### src/rtl/ide_data_fifo.sv
// ide_data_fifo: PIO Data-register buffer for the emulated IDE device.
// Buffers 16-bit words between the IDE host side and the soft CPU's 8-bit
// SRAM-style slave bus. dir selects which side pushes and which side pops.
//
// Ports:
//   clk, rst          clock and asynchronous active-high reset
//   ide_rd_strobe     host completed a Data register read (pop when dir=0)
//   ide_wr_strobe     host completed a Data register write (push when dir=1)
//   ide_wr_data       word written by the host
//   ide_rd_data       registered head word for the DD driver (0 when empty)
//   data_ready        registered: dir=0 -> !empty, dir=1 -> !full
//   sram_a/d_in/d_out CPU register select, write data, read data (comb)
//   sram_cs/we/oe     CPU chip select, write and read strobes
module ide_data_fifo #(
  parameter int unsigned DEPTH_LOG2 = 5
) (
  input  logic        clk,
  input  logic        rst,
  input  logic        ide_rd_strobe,
  input  logic        ide_wr_strobe,
  input  logic [15:0] ide_wr_data,
  output logic [15:0] ide_rd_data,
  output logic        data_ready,
  input  logic [1:0]  sram_a,
  input  logic [7:0]  sram_d_in,
  output logic [7:0]  sram_d_out,
  input  logic        sram_cs,
  input  logic        sram_we,
  input  logic        sram_oe
);

  localparam int unsigned Depth = 1 << DEPTH_LOG2;

  typedef logic [DEPTH_LOG2-1:0] ptr_t;
  typedef logic [DEPTH_LOG2:0]   cnt_t;

  logic [15:0] mem_q [Depth];

  ptr_t        wr_ptr_q, wr_ptr_d;
  ptr_t        rd_ptr_q, rd_ptr_d;
  cnt_t        count_q, count_d;
  logic        dir_q, dir_d;
  logic        ovf_q, ovf_d;
  logic        udf_q, udf_d;
  logic [7:0]  lo_latch_q, lo_latch_d;
  logic [15:0] head_q, head_d;
  logic        data_ready_q, data_ready_d;

  logic        cpu_wr, cpu_rd, ctrl_wr, flush;
  logic        full, empty, full_d, empty_d;
  logic        push_req, pop_req, push_ok, pop_ok;
  logic [15:0] push_data;

  assign cpu_wr  = sram_cs & sram_we;
  assign cpu_rd  = sram_cs & sram_oe;
  assign ctrl_wr = cpu_wr && (sram_a == 2'd2);
  assign flush   = ctrl_wr && sram_d_in[0];

  assign full  = (count_q == cnt_t'(Depth));
  assign empty = (count_q == '0);

  // Side selection uses the current dir; a dir write only affects later cycles.
  assign push_req  = dir_q ? ide_wr_strobe : (cpu_wr && (sram_a == 2'd1));
  assign pop_req   = dir_q ? (cpu_rd && (sram_a == 2'd1)) : ide_rd_strobe;
  assign push_data = dir_q ? ide_wr_data : {sram_d_in, lo_latch_q};

  always_comb begin
    wr_ptr_d   = wr_ptr_q;
    rd_ptr_d   = rd_ptr_q;
    count_d    = count_q;
    ovf_d      = ovf_q;
    udf_d      = udf_q;
    push_ok    = 1'b0;
    pop_ok     = 1'b0;
    dir_d      = ctrl_wr ? sram_d_in[7] : dir_q;
    lo_latch_d = (cpu_wr && (sram_a == 2'd0)) ? sram_d_in : lo_latch_q;

    if (flush) begin
      // Flush wins over any same-cycle push/pop, which are dropped silently.
      wr_ptr_d = '0;
      rd_ptr_d = '0;
      count_d  = '0;
      ovf_d    = 1'b0;
      udf_d    = 1'b0;
    end else begin
      if (ctrl_wr && sram_d_in[6]) ovf_d = 1'b0;
      if (ctrl_wr && sram_d_in[5]) udf_d = 1'b0;

      pop_ok = pop_req && !empty;
      if (pop_req && empty) udf_d = 1'b1;

      // A same-cycle pop frees a slot, so a push into a full FIFO still fits.
      push_ok = push_req && (!full || pop_ok);
      if (push_req && !push_ok) ovf_d = 1'b1;

      if (push_ok) wr_ptr_d = wr_ptr_q + ptr_t'(1);
      if (pop_ok)  rd_ptr_d = rd_ptr_q + ptr_t'(1);

      unique case ({push_ok, pop_ok})
        2'b10:   count_d = count_q + cnt_t'(1);
        2'b01:   count_d = count_q - cnt_t'(1);
        default: count_d = count_q;
      endcase
    end

    full_d  = (count_d == cnt_t'(Depth));
    empty_d = (count_d == '0);

    // The new head may be the slot being written this cycle; forward it.
    if (empty_d) begin
      head_d = 16'h0000;
    end else if (push_ok && (rd_ptr_d == wr_ptr_q)) begin
      head_d = push_data;
    end else begin
      head_d = mem_q[rd_ptr_d];
    end

    data_ready_d = dir_d ? !full_d : !empty_d;
  end

  always_ff @(posedge clk) begin
    if (push_ok) begin
      mem_q[wr_ptr_q] <= push_data;
    end
  end

  always_ff @(posedge clk or posedge rst) begin
    if (rst) begin
      wr_ptr_q     <= '0;
      rd_ptr_q     <= '0;
      count_q      <= '0;
      dir_q        <= 1'b0;
      ovf_q        <= 1'b0;
      udf_q        <= 1'b0;
      lo_latch_q   <= 8'h00;
      head_q       <= 16'h0000;
      data_ready_q <= 1'b0;
    end else begin
      wr_ptr_q     <= wr_ptr_d;
      rd_ptr_q     <= rd_ptr_d;
      count_q      <= count_d;
      dir_q        <= dir_d;
      ovf_q        <= ovf_d;
      udf_q        <= udf_d;
      lo_latch_q   <= lo_latch_d;
      head_q       <= head_d;
      data_ready_q <= data_ready_d;
    end
  end

  assign ide_rd_data = head_q;
  assign data_ready  = data_ready_q;

  always_comb begin
    sram_d_out = 8'h00;
    unique case (sram_a)
      2'd0: sram_d_out = head_q[7:0];
      2'd1: sram_d_out = head_q[15:8];
      2'd2: sram_d_out = {dir_q, ovf_q, udf_q, full, empty, 3'b000};
      2'd3: sram_d_out = 8'(count_q);
    endcase
  end

endmodule

### config.mk
export PLATFORM = sky130hd
export DESIGN_NAME = ide_data_fifo
export DESIGN_NICKNAME = d
export VERILOG_FILES = /design/src/rtl/ide_data_fifo.sv
export SDC_FILE = /design/constraint.sdc
export NUM_CORES = 1
export LEC_CHECK = 0
export ABC_AREA = 1
export ABC_CLOCK_PERIOD_IN_PS = 4100
export BUFFER_PORTS_ARGS = -buffer_cell sky130_fd_sc_hd__buf_2
export CAP_MARGIN = 20
export CORE_ASPECT_RATIO = 0.7
export CORE_MARGIN = 1
export CORE_UTILIZATION = 34
export DETAILED_ROUTE_END_ITERATION = 6
export GPL_ROUTABILITY_DRIVEN = 0
export PLACE_DENSITY_LB_ADDON = 0.05
export SLEW_MARGIN = 30
export SYNTH_ARGS = -nofsm -noshare
export SYNTH_HDL_FRONTEND = slang
export SYNTH_SLANG_ARGS = --single-unit
export TNS_END_PERCENT = 100
### constraint.sdc
create_clock -name clk -period 4.1 [get_ports clk]
set_clock_uncertainty 0.15 [all_clocks]
set_input_delay 0.205 -clock clk [delete_from_list [all_inputs] [get_ports clk]]
set_output_delay 0.205 -clock clk [all_outputs]
set_load 0.05 [all_outputs]
==> key figures, run 1 <==
Critical path
  – R2r endpoint: ide_rd_data[5]$_DFF_PP0_
  – Crit start category: register
  – Setup crit end kind: register
  – Crit path from: dir_q$_DFF_PP0_
  – FF-to-FF Start: dir_q$_DFF_PP0_
  – Crit Path Class: register to register
  – Worst Path Required: around 4.5 ns
  – R2R depth: 15
  – Critical path arrival: about 4.3 ns
  – R2R setup slack: around 0.19 ns
  – CP max FO: 38

Logic synthesis
  – Ranking of synthesized cells by area: edfxtp_1, nand2_1, nand3_1, dfrtp_1, nand4_1
  – Synth area leader: edfxtp_1
  – Syn Inst Count: approximately 2,200
  – Ys async rst share: 7.91%
  – Number of synthesized register bits: around 560
  – Post-synthesis sequential area ratio: about 69%
  – Primary FF master, synth: edfxtp_1
  – Ys Warns: 0
  – Synth cell types: 36
  – Syn nets: about 2,200
  – Number of enable flip-flop cells after synthesis: between 500 and 600
  – Post-Syn Area: ~24,000 µm²
  – Synthesized area per cell: about 11 µm²
  – Post-synth top area share: 64.8%

Job
  – Max Cap Viol: 0

Outcome
  – Status: finished, final reports clean

Global route
  – Total global-route track usage: ~22%
  – Initial antenna violation count: 5
  – Number of global-route vias before repair: 15,900
  – First-pass GRT wire length: ~120 mm
  – Grt ovf: 0
  – Pin count of the biggest net entering global routing: 80

Floorplanning
  – Die area: around 71,000 µm²
  – Rows: 80
  – Area of the core: ~69,000 µm²
  – Die Height: 223 µm
  – Starting density of the core: 34.6%
  – Die width: 318 µm
  – IO Pins: between 50 and 60

Detailed routing
  – Vias/cell: between 5 and 6
  – WL met1: 39.4 mm
  – Initial drt markers: ~1,700
  – Routed length per instance: roughly 25 µm
  – Drt drc: 0
  – Met3 WL: 5.33 mm
  – DRT Pass-1 Iters: 5
  – Vias after detailed routing: 16,800
  – Total wire length: between 70 and 80 mm
  – Metal2 WL: ~34 mm
  – Top Layer Used: met4
  – ANT nets after route: 0

Clock tree
  – Clock Sink Count: about 560
  – CTS tree: built
  – CTS Buf Count: between 50 and 60
  – Clk slew on worst S/H paths: roughly 0.07 ns
  – Worst-Skew Late Latency: 0.64 ns
  – H-Tree Depth: 2
  – CTS root buffer: clkbuf_16
  – Post-CTS Setup Inserts: 0
  – Clock buffer depth: 3

Cells and area
  – Commonest non-fill, non-tap cells in the layout: nand2_1, edfxtp_1, nand3_1
  – Most common cell after layout, fill and taps aside: nand2_1
  – Final Cell Area: roughly 27,000 µm²
  – Share of cells above drive strength 1: between 10% and 20%
  – Synthesis-to-finish area growth: 15.8%
  – Nets: between 2,000 and 2,500

Timing
  – Worst slew margin: approximately a third
  – Final setup fails: 0
  – Max-slew violation count: 0
  – Setup TNS: 0 ns
  – Final hold vios: 0
  – Worst slew pin tran: 1.00 ns
  – Final Critical Period: slightly below 4 ns
  – Fmax: around 260 MHz
  – RSZ-0062 raised after global routing: no
  – Final critical-path share of the clock period: a little over nine tenths

Place
  – Buffers on Ports: between 50 and 60
  – Detail Placement HPWL: between 40 and 50 mm
  – Placed Area: 25,500 µm²

Power and ir drop
  – Max VDD drop: roughly 510 µV
  – LEAKAGE: approximately 10 nW
  – Pwr Density: approximately 760 nW/µm²

Hold path
  – HP Start: ide_wr_data[14]
  – Hold worst-path end: ide_rd_data[14]$_DFF_PP0_
  – Hold path depth: 6
  – Hold Crit Class: primary input to register
## per-stage QoR
step                      hold WS [ns]  setup WS [ns]  std cells  power [mW]  util (%)
after floorplan                  0.206           1.38       2160        12.1         -
after global placement          0.0170          0.711       3071        15.9      37.2
after detailed placement        0.0221          0.627       3071        15.9      37.2
after CTS                      0.00740          0.181       3195        21.1      40.1
after global routing            0.0464         0.0376       3195        22.0      40.1
final                           0.0280          0.192       3196        21.0      40.1
## cells in the mapped netlist, types with 11 or more instances
cell type and instances:
edfxtp_1 512, or2_2 16, dfrtp_1 44, buf_1 11, inv_1 86, clkbuf_1 59, nand2_1 611, o21ai_0 32
nand3_1 456, nand4_1 90, buf_2 57, nor2_1 122
## power by group
part / internal [mW] / switching [mW]
combinational: 2.18 / 6.48
clock: 2.95 / 2.28
sequential: 6.85 / 0.242
## critical path, stage by stage, from the launching register on
cell and delay [ns]:
dfrtp_1 0.43, nand3_2 0.07, dlygate4sd3_1 0.59, o21ai_4 0.33, nand3_4 0.33, nand3_4 0.30
inv_8 0.13, buf_12 0.24, nand2_1 0.07, nand3_1 0.06, nand3_1 0.10, nand2_1 0.23
nor2_1 0.29, nor2_1 0.08, nor2_1 0.18, nor2_1 0.07
## how the worst max path moves through the flow
stage                                     to  slack, ns
floorplan             mem_q[11][0]$_DFFE_PP_       1.38
global placement    ide_rd_data[0]$_DFF_PP0_       0.71
detailed placement  ide_rd_data[0]$_DFF_PP0_       0.63
CTS                 ide_rd_data[0]$_DFF_PP0_       0.18
global route        ide_rd_data[1]$_DFF_PP0_       0.04
finish              ide_rd_data[5]$_DFF_PP0_       0.19
## cell families after synthesis
family,Yosys count,synth area share [%]
simple gates,1313,24.6
compound gates,54,1.40
fa+ha+maj,6,0.316
xor+xnor,4,0.148
flops,556,69.4
mux,6,0.285
buf+inv,221,3.86
## state kept, by name, indices dropped and copies added (netlist names)
signal and cells:
rd_ptr_q 5, ide_rd_data 16, wr_ptr_q 5, data_ready 1, ovf_q 1, udf_q 1, dir_q 1, mem_q 512
count_q 6, lo_latch_q 8
## metal layers
metal / GRT usage [%] / vias to the layer above
li1: - / 7757
met1: 35.1 / 8434
met2: 32.1 / 508
met3: 4.02 / 82
met4: 4.71 / 0
met5: 0 / -
## area by class of cell
class                           instances  area [µm²]
Fill cell                            6626       41100
Sequential cell                       556       16500
Multi-Input combinational cell       1383        6400
Clock buffer                           84        1600
Timing Repair Buffer                  154        1290
Tap cell                              902        1130
Inverter                               91         354
Clock inverter                         25         235
Antenna cell                            1        2.50
## what timing repair did
action,4_1_cts,5_1_grt
gates resized for setup,0,4
endpoints found under the setup margin,0,2
hold buffers,15,0
endpoints found under the hold margin,66,0
(Power assumes the default switching activity.)
==> run 2, diff against run 1 <==
--- a/config.mk
+++ b/config.mk
@@ -11,7 +11,7 @@
 export CAP_MARGIN = 20
 export CORE_ASPECT_RATIO = 0.7
 export CORE_MARGIN = 1
-export CORE_UTILIZATION = 34
+export CORE_UTILIZATION = 55
 export DETAILED_ROUTE_END_ITERATION = 6
 export GPL_ROUTABILITY_DRIVEN = 0
 export PLACE_DENSITY_LB_ADDON = 0.05
==> key figures, run 2 (same netlist as run 1, synthesis figures left out) <==
Timing
  – Final hold vios: 0 (unchanged)
  – Final setup fails: 0 (unchanged)
  – Fin worst setup slack: 0.321 ns (was 0.192 ns)
  – Final critical-path share of the clock period: 92.2% (was 95.3%)
  – Worst slew pin tran: 0.820 ns (was 1.00 ns)
  – Final Critical Period: 3.78 ns (was 3.91 ns)
  – Fmax: 265 MHz (was 256 MHz)
  – RSZ-0062 raised after global routing: no (unchanged)
  – Setup TNS: 0 ns (unchanged)
  – Worst slew margin: 45.3% (was 33.3%)
  – Max-slew violation count: 0 (unchanged)

Critical path
  – Worst path cell trace: nand3_2 -> o21ai_4 -> nand2_4 -> nand2_2 -> nand3_4 -> inv_6 -> o22ai_1 -> a21oi_2 -> nand3_2 -> nand2_1 -> nor2_1 -> nor2_1 (was nand3_2 -> dlygate4sd3_1 -> o21ai_4 -> nand3_4 -> nand3_4 -> inv_8 -> buf_12 -> nand2_1 -> nand3_1 -> nand3_1 -> nand2_1 -> nor2_1 -> nor2_1 -> nor2_1 -> nor2_1)
  – Critical path arrival: 4.13 ns (was 4.27 ns)
  – Worst Path Required: 4.45 ns (was 4.46 ns)
  – R2R depth: 12 (was 15)
  – FF-to-FF Start: dir_q$_DFF_PP0_ (unchanged)
  – Setup crit end kind: register (unchanged)
  – Crit path from: dir_q$_DFF_PP0_ (unchanged)
  – Slowest CP cell: dfrtp_1 (was dlygate4sd3_1)
  – R2r endpoint: ide_rd_data[9]$_DFF_PP0_ (was ide_rd_data[5]$_DFF_PP0_)
  – Crit Path Class: register to register (unchanged)
  – R2R setup slack: 0.32 ns (was 0.19 ns)
  – CP max FO: 42 (was 38)
  – CP peak stage delay: 0.70 ns (was 0.59 ns)
  – Crit path to: ide_rd_data[9]$_DFF_PP0_ (was ide_rd_data[5]$_DFF_PP0_)
  – Crit start category: register (unchanged)

Outcome
  – Status: finished, final reports clean (unchanged)

Power and ir drop
  – Reg power frac: 36.4% (was 33.8%)
  – Max VDD drop: 485 µV (was 509 µV)
  – Switch share: 42.4% (was 42.9%)
  – Pwr Density: 739 nW/µm² (was 764 nW/µm²)
  – Total Power: 19.6 mW (was 21.0 mW)
  – Combinational Power Share: 40.9% (was 41.3%)
  – Int Pwr: 11.3 mW (was 12.0 mW)
  – Psw: 8.32 mW (was 9.00 mW)
  – Clk pwr share: 22.7% (was 24.9%)
  – LEAKAGE: 10.1 nW (was 10.4 nW)

Floorplanning
  – Starting density of the core: 55.9% (was 34.6%)
  – Rows: 63 (was 80)
  – Die Height: 176 µm (was 223 µm)
  – Area of the core: 42,500 µm² (was 68,600 µm²)
  – IO Pins: 58 (unchanged)
  – Die width: 250 µm (was 318 µm)
  – Die area: 44,000 µm² (was 70,900 µm²)

Cells and area
  – Commonest non-fill, non-tap cells in the layout: nand2_1, edfxtp_1, nand3_1 (unchanged)
  – Synthesis-to-finish area growth: 11.8% (was 15.8%)
  – Most common cell after layout, fill and taps aside: nand2_1 (unchanged)
  – Max reg flops: 512 (unchanged)
  – Nets: 2,262 (was 2,283)
  – Share of cells above drive strength 1: 10.9% (was 12.0%)
  – Biggest register: mem_q (unchanged)
  – N_diodes: 0 (was 1)
  – Fill count: 3,349 (was 6,626)

Hold path
  – Hold Crit Class: primary input to register (unchanged)

Clock tree
  – CTS tree: built (unchanged)
  – CTS resizes: 0 (unchanged)
  – Clock buffer depth: 3 (unchanged)
  – CTS root buffer: clkbuf_16 (unchanged)
  – Clk slew on worst S/H paths: 0.07 ns (about the same)
  – Post-CTS Setup Inserts: 0 (unchanged)
  – Hold-fix buffers, CTS: 11 (was 15)
  – H-Tree Depth: 2 (unchanged)
  – Clock Sink Count: 556 (unchanged)
  – Worst-Skew Late Latency: 0.59 ns (was 0.64 ns)
  – CTS Buf Count: 52 (was 58)

Global route
  – Number of global-route vias before repair: 15,600 (was 15,900)
  – First-pass GRT wire length: 103 mm (was 116 mm)
  – Initial antenna violation count: 1 (was 5)
  – Pin count of the biggest net entering global routing: 95 (was 80)
  – Grt ovf: 0 (unchanged)
  – Total global-route track usage: 31.7% (was 22.5%)

Detailed routing
  – Drt drc: 0 (unchanged)
  – Vias/cell: 6.05 (was 5.25)
  – Routed length per instance: 24.5 µm (was 25.0 µm)
  – DRT Pass-1 Iters: 7 (was 5)
  – ANT nets after route: 0 (unchanged)
  – Total wire length: 68.9 mm (was 79.8 mm)
  – Initial drt markers: 2,164 (was 1,738)
  – Vias after detailed routing: 17,000 (was 16,800)

Job
  – Max Cap Viol: 0 (unchanged)

Place
  – Detail Placement HPWL: 41.4 mm (was 47.7 mm)
  – Buffers on Ports: 57 (unchanged)
  – Place WS: 0.469 ns (was 0.627 ns)
[run 2: changes by cell type in the layout (fill, tap and decap cells not counted), sizes merged]
cell / delta
dlygate4sd3: -4
clkbuf: -13
clkinv: +2
inv: -2
buf: -11
bufinv: -4
diode: -1
[run 2: critical path, delay by kind of cell, from the launching register on]
kind                   cells  cell delay [ns]
AOI/OAI and AO/OA          3             1.01
buffers and inverters      1             0.35
DFF                        1             0.70
and+or+nand+nor            8             1.46
[run 2: how the worst min path moves through the flow]
| stage | from | end | cells past startpoint |
|---|---|---|---|
| 2_1_floorplan | sram_d_in[0] | lo_latch_q[0]$_DFFE_PP0P_ | 1 |
| 3_3_place_gp | rst | data_ready$_DFF_PP0_ | 3 |
| 3_5_place_dp | rst | count_q[0]$_DFF_PP0_ | 3 |
| 4_1_cts | ide_wr_data[3] | ide_rd_data[3]$_DFF_PP0_ | 6 |
| 5_1_grt | ide_wr_data[5] | ide_rd_data[5]$_DFF_PP0_ | 6 |
| 6_report | ide_wr_data[5] | ide_rd_data[5]$_DFF_PP0_ | 6 |
[run 2: cell type report]
class                           count  area, µm²  area share [%]
Multi-Input combinational cell   1383       6380            24.0
Inverter                           91        349            1.31
Clock inverter                     21        104           0.391
Tap cell                          552        691            2.60
Sequential cell                   556      16500            62.1
Clock buffer                       71       1420            5.33
Timing Repair Buffer              139       1130            4.25
[run 2: per-layer routing]
layer	global-route usage, %	share of wire, %	routed length [µm]	vias to the layer above
met5	0	0	0	-
met4	8.79	3.0	2050	0
met3	6.89	11	7790	148
met2	46.3	44	30000	931
met1	48.0	42	29000	8239
li1	-	-	-	7713
[run 2: power by group through the flow]
stage                     logic (mW)  clock network [mW]  registers [mW]
after global routing            8.66                4.70            7.15
after detailed placement        7.88                   0            7.24
after global placement          7.85                   0            7.24
after floorplan                 4.69                   0            7.39
after CTS                       7.92                4.49            7.12
final                           8.03                4.46            7.13
[run 2: through the flow]
step | hold WS [ns] | cells | utilization (%) | instance area [µm²]
floorplan | 0.206 | 2160 | - | 23700
global placement | 0.235 | 2710 | 58.6 | 24900
detailed placement | 0.250 | 2710 | 58.6 | 24900
CTS | 0.0764 | 2813 | 62.5 | 26500
global route | 0.0960 | 2813 | 62.5 | 26500
finish | 0.0851 | 2813 | 62.5 | 26500
==> run 3, diff against run 2 <==
--- a/config.mk
+++ b/config.mk
@@ -15,6 +15,7 @@
 export DETAILED_ROUTE_END_ITERATION = 6
 export GPL_ROUTABILITY_DRIVEN = 0
 export PLACE_DENSITY_LB_ADDON = 0.05
+export RECOVER_POWER = 25
 export SLEW_MARGIN = 30
 export SYNTH_ARGS = -nofsm -noshare
 export SYNTH_HDL_FRONTEND = slang
==> key figures, run 3 (same netlist as run 1, synthesis figures left out) <==
Cells and area
  – Commonest non-fill, non-tap cells in the layout: nand2_1, edfxtp_1, nand3_1 (unchanged)
  – Util after Layout: 62.4% (was 62.5%)
  – Most common cell after layout, fill and taps aside: nand2_1 (unchanged)
  – Nets: 2,262 (unchanged)
  – N_diodes: 0 (unchanged)
  – Max reg flops: 512 (unchanged)
  – Final Non-Filler Cells: 2,813 (unchanged)
  – Share of cells above drive strength 1: 9.55% (was 10.9%)
  – Fill count: 3,372 (was 3,349)
  – Synthesis-to-finish area growth: 11.6% (was 11.8%)
  – Biggest register: mem_q (unchanged)

Global route
  – First-pass GRT wire length: 103 mm (unchanged)
  – Grt met2 use: 46.3% (unchanged)
  – Total global-route track usage: 31.7% (unchanged)
  – Grt met1 use: 48.0% (unchanged)
  – Global route hottest layer: met1 (unchanged)
  – Initial antenna violation count: 2 (was 1)
  – Number of global-route vias before repair: 15,600 (unchanged)
  – Pin count of the biggest net entering global routing: 95 (unchanged)
  – Met3 Use GR: 6.89% (unchanged)
  – Grt ovf: 0 (unchanged)

Clock tree
  – Clock Sink Count: 556 (unchanged)
  – CTS tree: built (unchanged)
  – Clk slew on worst S/H paths: 0.07 ns (about the same)
  – Post-CTS Setup Inserts: 0 (unchanged)
  – Worst-Skew Late Latency: 0.58 ns (was 0.59 ns)
  – CTS root buffer: clkbuf_16 (unchanged)
  – Clock buffer depth: 3 (unchanged)
  – H-Tree Depth: 2 (unchanged)
  – CTS Buf Count: 52 (unchanged)

Job
  – Max Cap Viol: 2 (was 0)

Detailed routing
  – Vias/cell: 6.04 (was 6.05)
  – Total wire length: 69.1 mm (was 68.9 mm)
  – Initial drt markers: 2,159 (was 2,164)
  – Drt drc: 0 (unchanged)
  – Routed length per instance: 24.6 µm (was 24.5 µm)
  – DRT Pass-1 Iters: 6 (was 7)
  – Vias after detailed routing: 17,000 (about the same)
  – ANT nets after route: 0 (unchanged)

Floorplanning
  – Starting density of the core: 55.9% (unchanged)
  – Area of the core: 42,500 µm² (unchanged)
  – IO Pins: 58 (unchanged)
  – Die Height: 176 µm (unchanged)
  – Die area: 44,000 µm² (unchanged)
  – Rows: 63 (unchanged)
  – Die width: 250 µm (unchanged)

Timing
  – RSZ-0062 raised after global routing: no (unchanged)
  – Final hold vios: 0 (unchanged)
  – Setup TNS: 0 ns (unchanged)
  – Worst slew pin tran: 2.63 ns (was 0.820 ns)
  – Final critical-path share of the clock period: 92.2% (about the same)
  – Fmax: 265 MHz (about the same)
  – Final Critical Period: 3.78 ns (about the same)
  – Worst slew margin: -75.6% (was 45.3%)
  – Max-slew violation count: 78 (was 0)
  – Final setup fails: 0 (unchanged)

Place
  – Placed cells: 2,710 (unchanged)
  – Buffers on Ports: 57 (unchanged)
  – Detail Placement HPWL: 41.4 mm (unchanged)

Critical path
  – Critical path arrival: 4.13 ns (about the same)
  – Worst Path Required: 4.45 ns (about the same)
  – CP max FO: 42 (unchanged)
  – Setup crit end kind: register (unchanged)
  – Crit start category: register (unchanged)
  – Crit Path Class: register to register (unchanged)

Outcome
  – Status: finished, violations left (was finished, final reports clean)
  – Failing checks: capacitance limit, slew limit

Power and ir drop
  – LEAKAGE: 10.0 nW (was 10.1 nW)
  – Max VDD drop: 486 µV (was 485 µV)
  – Pwr Density: 740 nW/µm² (was 739 nW/µm²)

Hold path
  – Hold Crit Class: primary input to register (unchanged)
[run 3: changes by cell type in the layout (fill, tap and decap cells not counted), sizes merged]
cell | before | now
buf | 128 | 99
clkbuf | 71 | 100
[run 3: repair_timing]
item,in CTS,in global routing
hold endpoints to repair,58,0
hold buffers,11,0
gates resized for setup,0,0
[run 3: power by group]
part | internal [mW] | leakage, nW | switching [mW] | total [mW]
registers | 6.85 | 5.12 | 0.288 | 7.14
clock network | 2.40 | 0.739 | 2.05 | 4.46
logic | 2.01 | 4.19 | 5.99 | 8.00
[run 3: metrics by stage]
stage                     area (µm²)  hold slack [ns]  worst slack [ns]  power [mW]
after CTS                      26500           0.0764             0.462        19.5
after global routing           26500           0.0914            0.0476        20.5
final                          26500           0.0859             0.321        19.6
after floorplan                23700            0.206              1.38        12.1
after detailed placement       24900            0.250             0.469        15.1
after global placement         24900            0.235             0.589        15.1
[run 3: worst max-delay path: stages (launching register included)]
cell	delay, ns
dfrtp_1	0.70
nand3_2	0.16
o21ai_4	0.31
nand2_4	0.14
nand2_2	0.14
nand3_4	0.16
inv_6	0.34
o22ai_1	0.16
a21oi_2	0.54
nand3_2	0.49
nand2_1	0.19
nor2_1	0.06
nor2_1	0.12
[run 3: cell type report]
type	count	area, µm²	share of cell area [%]
clock inverter	21	104	0.392
tap	552	691	2.61
inverter	91	349	1.32
sequential	556	16500	62.2
clock buffer	71	1420	5.34
multi-input combinational	1383	6380	24.1
timing repair buffer	139	1080	4.08
[run 3: worst paths after layout]
kind,startpoint,endpoint,slack [ns],cells after the start
max,dir_q$_DFF_PP0_,ide_rd_data[9]$_DFF_PP0_,0.32,12
max in group asynchronous,rst,ide_rd_data[3]$_DFF_PP0_,1.30,4
min reg2reg,lo_latch_q[5]$_DFFE_PP0P_,lo_latch_q[5]$_DFFE_PP0P_,0.34,2
min,ide_wr_data[5],ide_rd_data[5]$_DFF_PP0_,0.09,6
min in group asynchronous,rst,data_ready$_DFF_PP0_,0.99,4
max reg2reg,dir_q$_DFF_PP0_,ide_rd_data[9]$_DFF_PP0_,0.32,12
[run 3: layer usage]
layer  part of all wire (%)  wire (µm)
met1                     43      29600
met2                     43      30000
met3                     11       7480
met4                    2.9       1980
met5                      0          0
